===== config.mk =====
export PLATFORM = sky130hd
export DESIGN_NAME = issue_scheduler
export DESIGN_NICKNAME = d
export VERILOG_FILES = /design/src/rtl/issue_scheduler.sv
export SDC_FILE = /design/constraint.sdc
export NUM_CORES = 2
export LEC_CHECK = 0
export BUFFER_PORTS_ARGS = -buffer_cell sky130_fd_sc_hd__buf_4
export CORE_MARGIN = 10
export CORE_UTILIZATION = 52
export DETAILED_ROUTE_END_ITERATION = 12
export HOLD_SLACK_MARGIN = 0.08
export PLACE_DENSITY = 0.71
export SYNTH_ARGS = -nofsm -noshare
export SYNTH_HDL_FRONTEND = slang
export SYNTH_SLANG_ARGS = --single-unit

===== constraint.sdc =====
create_clock -name clk -period 29.1 [get_ports clk]
set_input_delay 4.365 -clock clk [delete_from_list [all_inputs] [get_ports clk]]
set_output_delay 4.365 -clock clk [all_outputs]
set_load 0.01 [all_outputs]

===== src/rtl/issue_scheduler.sv =====
// issue_scheduler: in-order dual-issue queue between decode and execute.
// Holds up to DEPTH entries and issues head / head+1 subject to hazards.
module issue_scheduler #(
  parameter int DEPTH     = 8,
  parameter int PAYLOAD_W = 96
) (
  input  logic                   clk,
  input  logic                   resetn,
  input  logic                   flush,
  input  logic [1:0]             in_valid,
  input  logic [2*PAYLOAD_W-1:0] in_payload,
  input  logic [9:0]             in_dst,
  input  logic [19:0]            in_src,
  input  logic [1:0]             in_is_mem,
  input  logic [1:0]             in_is_branch,
  output logic                   allowin_I,
  input  logic                   issue_ready,
  output logic [1:0]             issue_valid,
  output logic [2*PAYLOAD_W-1:0] issue_payload
);

  localparam int AW = $clog2(DEPTH);
  localparam int CW = AW + 1;

  logic [PAYLOAD_W-1:0] r_pl  [DEPTH];
  logic [4:0]           r_dst [DEPTH];
  logic [4:0]           r_rs  [DEPTH];
  logic [4:0]           r_rt  [DEPTH];
  logic                 r_mem [DEPTH];
  logic                 r_br  [DEPTH];

  logic [AW-1:0] r_head;
  logic [AW-1:0] r_tail;
  logic [CW-1:0] r_count;

  logic [AW-1:0] w_h1;
  logic [AW-1:0] w_t1;
  logic [CW-1:0] w_free;
  logic          w_enq;
  logic [1:0]    w_enq_n;
  logic [1:0]    w_deq_n;
  logic          w_s0;
  logic          w_s1;
  logic          w_raw;
  logic          w_lsu;

  assign w_h1   = r_head + AW'(1);
  assign w_t1   = r_tail + AW'(1);
  assign w_free = CW'(DEPTH) - r_count;

  assign allowin_I = (w_free >= CW'(2));
  assign w_enq     = allowin_I && (in_valid != 2'b00);
  assign w_enq_n   = !w_enq ? 2'd0 : (in_valid[1] ? 2'd2 : 2'd1);

  // A nonzero head.dst equal to a source implies that source is nonzero.
  assign w_raw = (r_dst[r_head] != 5'd0) &&
                 ((r_rs[w_h1] == r_dst[r_head]) ||
                  (r_rt[w_h1] == r_dst[r_head]));
  assign w_lsu = r_mem[r_head] && r_mem[w_h1];

  // A lone branch waits for its delay slot to arrive.
  assign w_s0 = (r_count != '0) &&
                !(r_br[r_head] && (r_count < CW'(2)));

  assign w_s1 = w_s0 && (r_count >= CW'(2)) &&
                !r_br[w_h1] && !w_raw && !w_lsu;

  assign issue_valid = flush ? 2'b00 : {w_s1, w_s0};

  assign w_deq_n = !issue_ready ? 2'd0 :
                   ({1'b0, issue_valid[0]} + {1'b0, issue_valid[1]});

  assign issue_payload = {r_pl[w_h1], r_pl[r_head]};

  // Pointer and occupancy update; flush wins over enqueue and dequeue.
  always_ff @(posedge clk or negedge resetn) begin
    if (!resetn) begin
      r_head  <= '0;
      r_tail  <= '0;
      r_count <= '0;
    end else if (flush) begin
      r_head  <= '0;
      r_tail  <= '0;
      r_count <= '0;
    end else begin
      r_head  <= r_head + AW'(w_deq_n);
      r_tail  <= r_tail + AW'(w_enq_n);
      r_count <= r_count + CW'(w_enq_n) - CW'(w_deq_n);
    end
  end

  // Entry storage is never reset; stale contents are unreachable.
  always_ff @(posedge clk) begin
    if (w_enq && !flush) begin
      r_pl[r_tail]  <= in_payload[PAYLOAD_W-1:0];
      r_dst[r_tail] <= in_dst[4:0];
      r_rs[r_tail]  <= in_src[4:0];
      r_rt[r_tail]  <= in_src[9:5];
      r_mem[r_tail] <= in_is_mem[0];
      r_br[r_tail]  <= in_is_branch[0];
      if (in_valid[1]) begin
        r_pl[w_t1]  <= in_payload[2*PAYLOAD_W-1:PAYLOAD_W];
        r_dst[w_t1] <= in_dst[9:5];
        r_rs[w_t1]  <= in_src[14:10];
        r_rt[w_t1]  <= in_src[19:15];
        r_mem[w_t1] <= in_is_mem[1];
        r_br[w_t1]  <= in_is_branch[1];
      end
    end
  end

endmodule


Word-level counts from Yosys, hierarchy flattened

Memory sizes are Yosys's and may differ from the RTL's.
Cells that the tools add are included.

Memories: 6
Bits in writable memories: 904
Bits in latches: 0
ROM bits: 0
Register bits: 10
Word-level logic and storage cells: 53
Output and inout bits: 195

Order comparisons: 3
Multiply operators: 0
Reductions and logical operators: 19
Add/subtract/negate cells: 8
Shift-type cells: 0
Divide/modulo/power cells: 0
Bitwise logic cells: 0
Muxes and demuxes: 12
Equal/unequal tests: 2

Memory list:

| memory | depth | width | read ports | clocked after memory_dff | write ports | RTL line | source |
|---|---|---|---|---|---|---|---|
| r_pl   | 8     | 96    | 2          | 0                        | 2           | 25       | `logic [PAYLOAD_W-1:0] r_pl [DEPTH];` |
| r_dst  | 8     | 5     | 1          | 0                        | 2           | 26       | `logic [4:0] r_dst [DEPTH];` |
| r_rs   | 8     | 5     | 1          | 0                        | 2           | 27       | `logic [4:0] r_rs [DEPTH];` |
| r_rt   | 8     | 5     | 1          | 0                        | 2           | 28       | `logic [4:0] r_rt [DEPTH];` |
| r_br   | 8     | 1     | 2          | 0                        | 2           | 30       | `logic r_br [DEPTH];` |
| r_mem  | 8     | 1     | 2          | 0                        | 2           | 29       | `logic r_mem [DEPTH];` |

Operators with widths:

| operator            | count |
|---|---|
| $eq 5x5->1          | 2 |
| $logic_and 1x1->1   | 10 |
| $ge 4x2->1 const B  | 2 |
| $mux 2              | 4 |
| $add 3x1->3 const B | 2 |
| $add 3x2->3         | 2 |
| $mux 3              | 2 |
| $logic_not 1->1     | 5 |
| $mux 1              | 5 |
| $reduce_bool 5->1   | 1 |
| $add 4x2->4         | 1 |
| $lt 4x2->1 const B  | 1 |
| $mux 4              | 1 |
| $reduce_bool 4->1   | 1 |
| $sub 4x2->4         | 1 |
| $sub 4x4->4 const A | 1 |
| $add 1x1->2         | 1 |
| $reduce_bool 2->1   | 1 |
| $logic_or 1x1->1    | 1 |

Longest topological paths before layout

Depth after elaboration: 13
Gate-level depth with buffers: 19
Mapped depth without buffers: 17

Least setup slack after synthesis

No wires, ideal clock.

Path type: input port to flip-flop
Start: input port flush
End: memory r_br[0], enable pin
Stages: 3
Library setup time: 0.751 ns
Required time: 28.349 ns
Arrival time: 12.996 ns
Buffers on the path: 0
Path slack: 15.353 ns
Path through: nor3_1 > nand2b_1 > o31ai_1

RTL lines:

| what               | RTL line | source |
|---|---|---|
| start: declaration | 9        | `input logic flush,` |
| end: declaration   | 30       |  |

Worst setup path after layout

Start: input port flush
End: output port issue_valid[1]

Word-level cells in the longest chain between the ends: 1

Ends and longest elaborated chain:

| what             | RTL line | source |
|---|---|---|
| $mux 2           | 68       | `assign issue_valid = flush ? 2'b00 : {w_s1, w_s0};` |
| end: declaration | 18       | `output logic [1:0] issue_valid,` |

No other way between the ends.

==> out/summary.log <==
[placement] placer's final routability congestion estimate 0.777
[critical_path] worst path required time 24.73 ns
[global_routing] gr usage total 0.266
[global_routing] grt total ovfl 0
[finish] most frequent cells in the layout mux2_2, edfxtp_1, buf_4
[finish] final-stage net count 3633
[drt] Via density 6.59
[drt] via count 31419
[critical_path] worst reg2reg startpoint r_head[1]
[timing] top achievable clock speed 92.6 MHz
[cts] number of buffers inserted during clock tree synthesis 101
[synthesis] most used flip-flop cell after synthesis edfxtp_1
[pwr] IR Drop Worst-Case VDD 0.0583 mV
[outcome] run status complete, no violations
[finish] area grow syn2layout 14.4%
[drt] routed wl met2 76700 um
[timing] count of final max-slew check failures 0
[synthesis] post-synthesis area per instance 17.1 um^2
[critical_path] worst r2r dst r_count[3]
[synthesis] net count after synthesis 3275
[finish] most common cell after layout, fill and taps aside mux2_2
[cts] Post-CTS Setup Repair Bufs 0
[cts] TritonCTS clock tree built
[run] # Max-Cap Violations 0
[placement] I/O Buffers 426
[global_routing] initial antenna violation count 43
[critical_path] Critical Path Start flush
[drt] total wire length after detailed routing 152000 um
[drt] max layer used met5
[timing] Final min period 10.80 ns
[timing] RSZ-0062 raised after global routing no
[floorplan] count of standard-cell rows 115
[cts] number of cells upsized or downsized after cts 0
[timing] fraction of the cycle the final worst path needs 0.371
[cts] maximum count of clock buffers along a single path 3
[floorplan] top-level port count 427
[critical_path] data arrival time at the worst-slack endpoint 6.43 ns
[pwr] leakage power figure 19.8 nW
[finish] ratio of cells with drive above 1 in the final layout 0.596
[drt] number of DRC markers in iteration 0 2939
[global_routing] pin count of the biggest net entering global routing 89
[floorplan] starting density of the core 0.526
[drt] count of antenna-violating nets left after detailed routing 0
[critical_path] CP endpoint kind output pin
[cts] number of H-tree levels 3
[cts] clock-pin slew of the registers on the worst-case setup and hold paths 0.06 ns
[synthesis] post-synthesis sequential area ratio 0.528
[critical_path] critical-path maximum fanout 14
[drt] Metal-1 WL 57600 um
[timing] final-report setup violation count 0
[timing] final hold viol count 0
[critical_path] kind of critical path in -> out
[synthesis] synthesized area 51900 um^2
[cts] Skew-Pair Late Insertion Delay 0.67 ns
[pwr] cell area power density 86.8 nW/um^2
[hold_path] worst hold path class reg -> reg
[floorplan] Die Ht 336 um
[synthesis] post-synthesis instance total 3025
[drt] final routed DRC violation total 0
[synthesis] synth unique cells 46
[synthesis] number of synthesized flops with an enable pin 904
[timing] Hold Slack 0.658 ns
[synthesis] Yosys reg bits 914
[critical_path] path depth of the worst reg2reg path 18
[timing] total negative slack 0 ns
[critical_path] Register-to-Register Setup Slack 21.74 ns
[cts] CTS hold repair buffers 0
[floorplan] placeable core area 98700 um^2
[timing] actual slew at the worst max-slew pin 1.18 ns
[cts] clock root buffer clkbuf_16
[timing] Clock Skew 0.0171 ns
[synthesis] Synthesis Warnings 0
[synthesis] Synth async-reset ratio 0.0109
[drt] detailed-router iteration count before antenna repair 6
[timing] max-slew headroom at the worst pin 0.216
[placement] placed wire-length estimate 86400 um
[finish] filler cell count 7402
[global_routing] global-route wire length before repair 223000 um
[drt] met3 layer wire length in the routed design 13300 um
[floorplan] die width 336 um
[critical_path] kind of start point of the critical path input pin
[critical_path] termination of the worst setup path issue_valid[1]
[floorplan] die outline area 113000 um^2
[drt] wire per inst 32.0 um
[cts] clock sink count 914
[global_routing] vias in the first global route 33717
## metrics by stage
| step | total power, mW | std cells | instance area, um^2 | worst slack (ns) | util |
|---|---|---|---|---|---|
| 6_report | 5.15 | 4765 | 59400 | 18.30 | 0.601 |
| 5_1_grt | 5.39 | 4761 | 59300 | 17.93 | 0.601 |
| 4_1_cts | 5.21 | 4745 | 59300 | 18.23 | 0.601 |
| 3_5_place_dp | 3.96 | 4567 | 56200 | 18.42 | 0.569 |
| 3_3_place_gp | 3.91 | 4567 | 56200 | 18.45 | 0.569 |
| 2_1_floorplan | 3.24 | 3025 | 51900 | 15.35 | - |
## power breakdown
| part | switching (mW) | internal [mW] |
|---|---|---|
| Sequential | 0.0929 | 1.69 |
| Clock | 0.520 | 0.726 |
| Combinational | 1.06 | 1.06 |
## cell usage after synthesis (all sizes together) (4+ instances only)
cell type	instances	area [um^2]
mux2	1002	11300
edfxtp	904	27100
mux4	429	9660
nand2	297	1110
buf	180	1020
clkbuf	53	199
mux2i	20	200
inv	16	60.1
xnor2	15	131
ha	14	175
nor2	11	41.3
dfrtp	10	250
xor2	8	70.1
nor2b	6	37.5
nor3b	6	45.0
o21ai	6	30.0
nor3	5	30.0
and3	4	25.0
fa	4	80.1
o21bai	4	30.0
## metal layers
metal | up-vias | global-route usage
li1 | 13087 | -
met1 | 16623 | 0.332
met2 | 1362 | 0.449
met3 | 299 | 0.0658
met4 | 48 | 0.0955
met5 | - | 0
## registers in the layout (all words and copies together), names as in the netlist
register and count:
r_rt 40, r_rs 40, r_dst 40, r_tail 3, r_br 8, r_count 4, r_mem 8, r_head 3
r_pl 768
## worst min path at each step
stage | from | to | cells past startpoint
2_1_floorplan | r_tail[2] | r_tail[2] | 2
3_3_place_gp | r_tail[2] | r_tail[2] | 2
3_5_place_dp | r_tail[2] | r_tail[2] | 2
4_1_cts | r_tail[2] | r_tail[2] | 2
5_1_grt | r_tail[2] | r_tail[2] | 2
6_report | r_tail[2] | r_tail[2] | 2
## layout make-up
cell class	count	area, um^2	area share
sequential	914	27400	0.462
multi-input combinational	1862	23400	0.394
timing repair buffer	488	3690	0.0621
clock buffer	135	2740	0.0461
tap	1287	1610	0.0271
clock inverter	43	415	0.00700
inverter	16	60.1	0.00101
antenna	20	50.0	0.000843
## logic make-up after synthesis
family | share of synthesized area
buffers and inverters | 0.0246
flip-flops | 0.528
multiplexers | 0.408
AND/OR/NAND/NOR | 0.0273
adder cells (fa/ha/maj) | 0.00492
AO/OA/AOI/OAI | 0.00352
XOR/XNOR | 0.00388
## worst max-delay path: stages
cell and delay (ns):
buf_4 0.17, a221oi_1 0.43, o311ai_1 0.27, a311oi_1 0.91, buf_4 0.28
(Power assumes the default switching activity.)
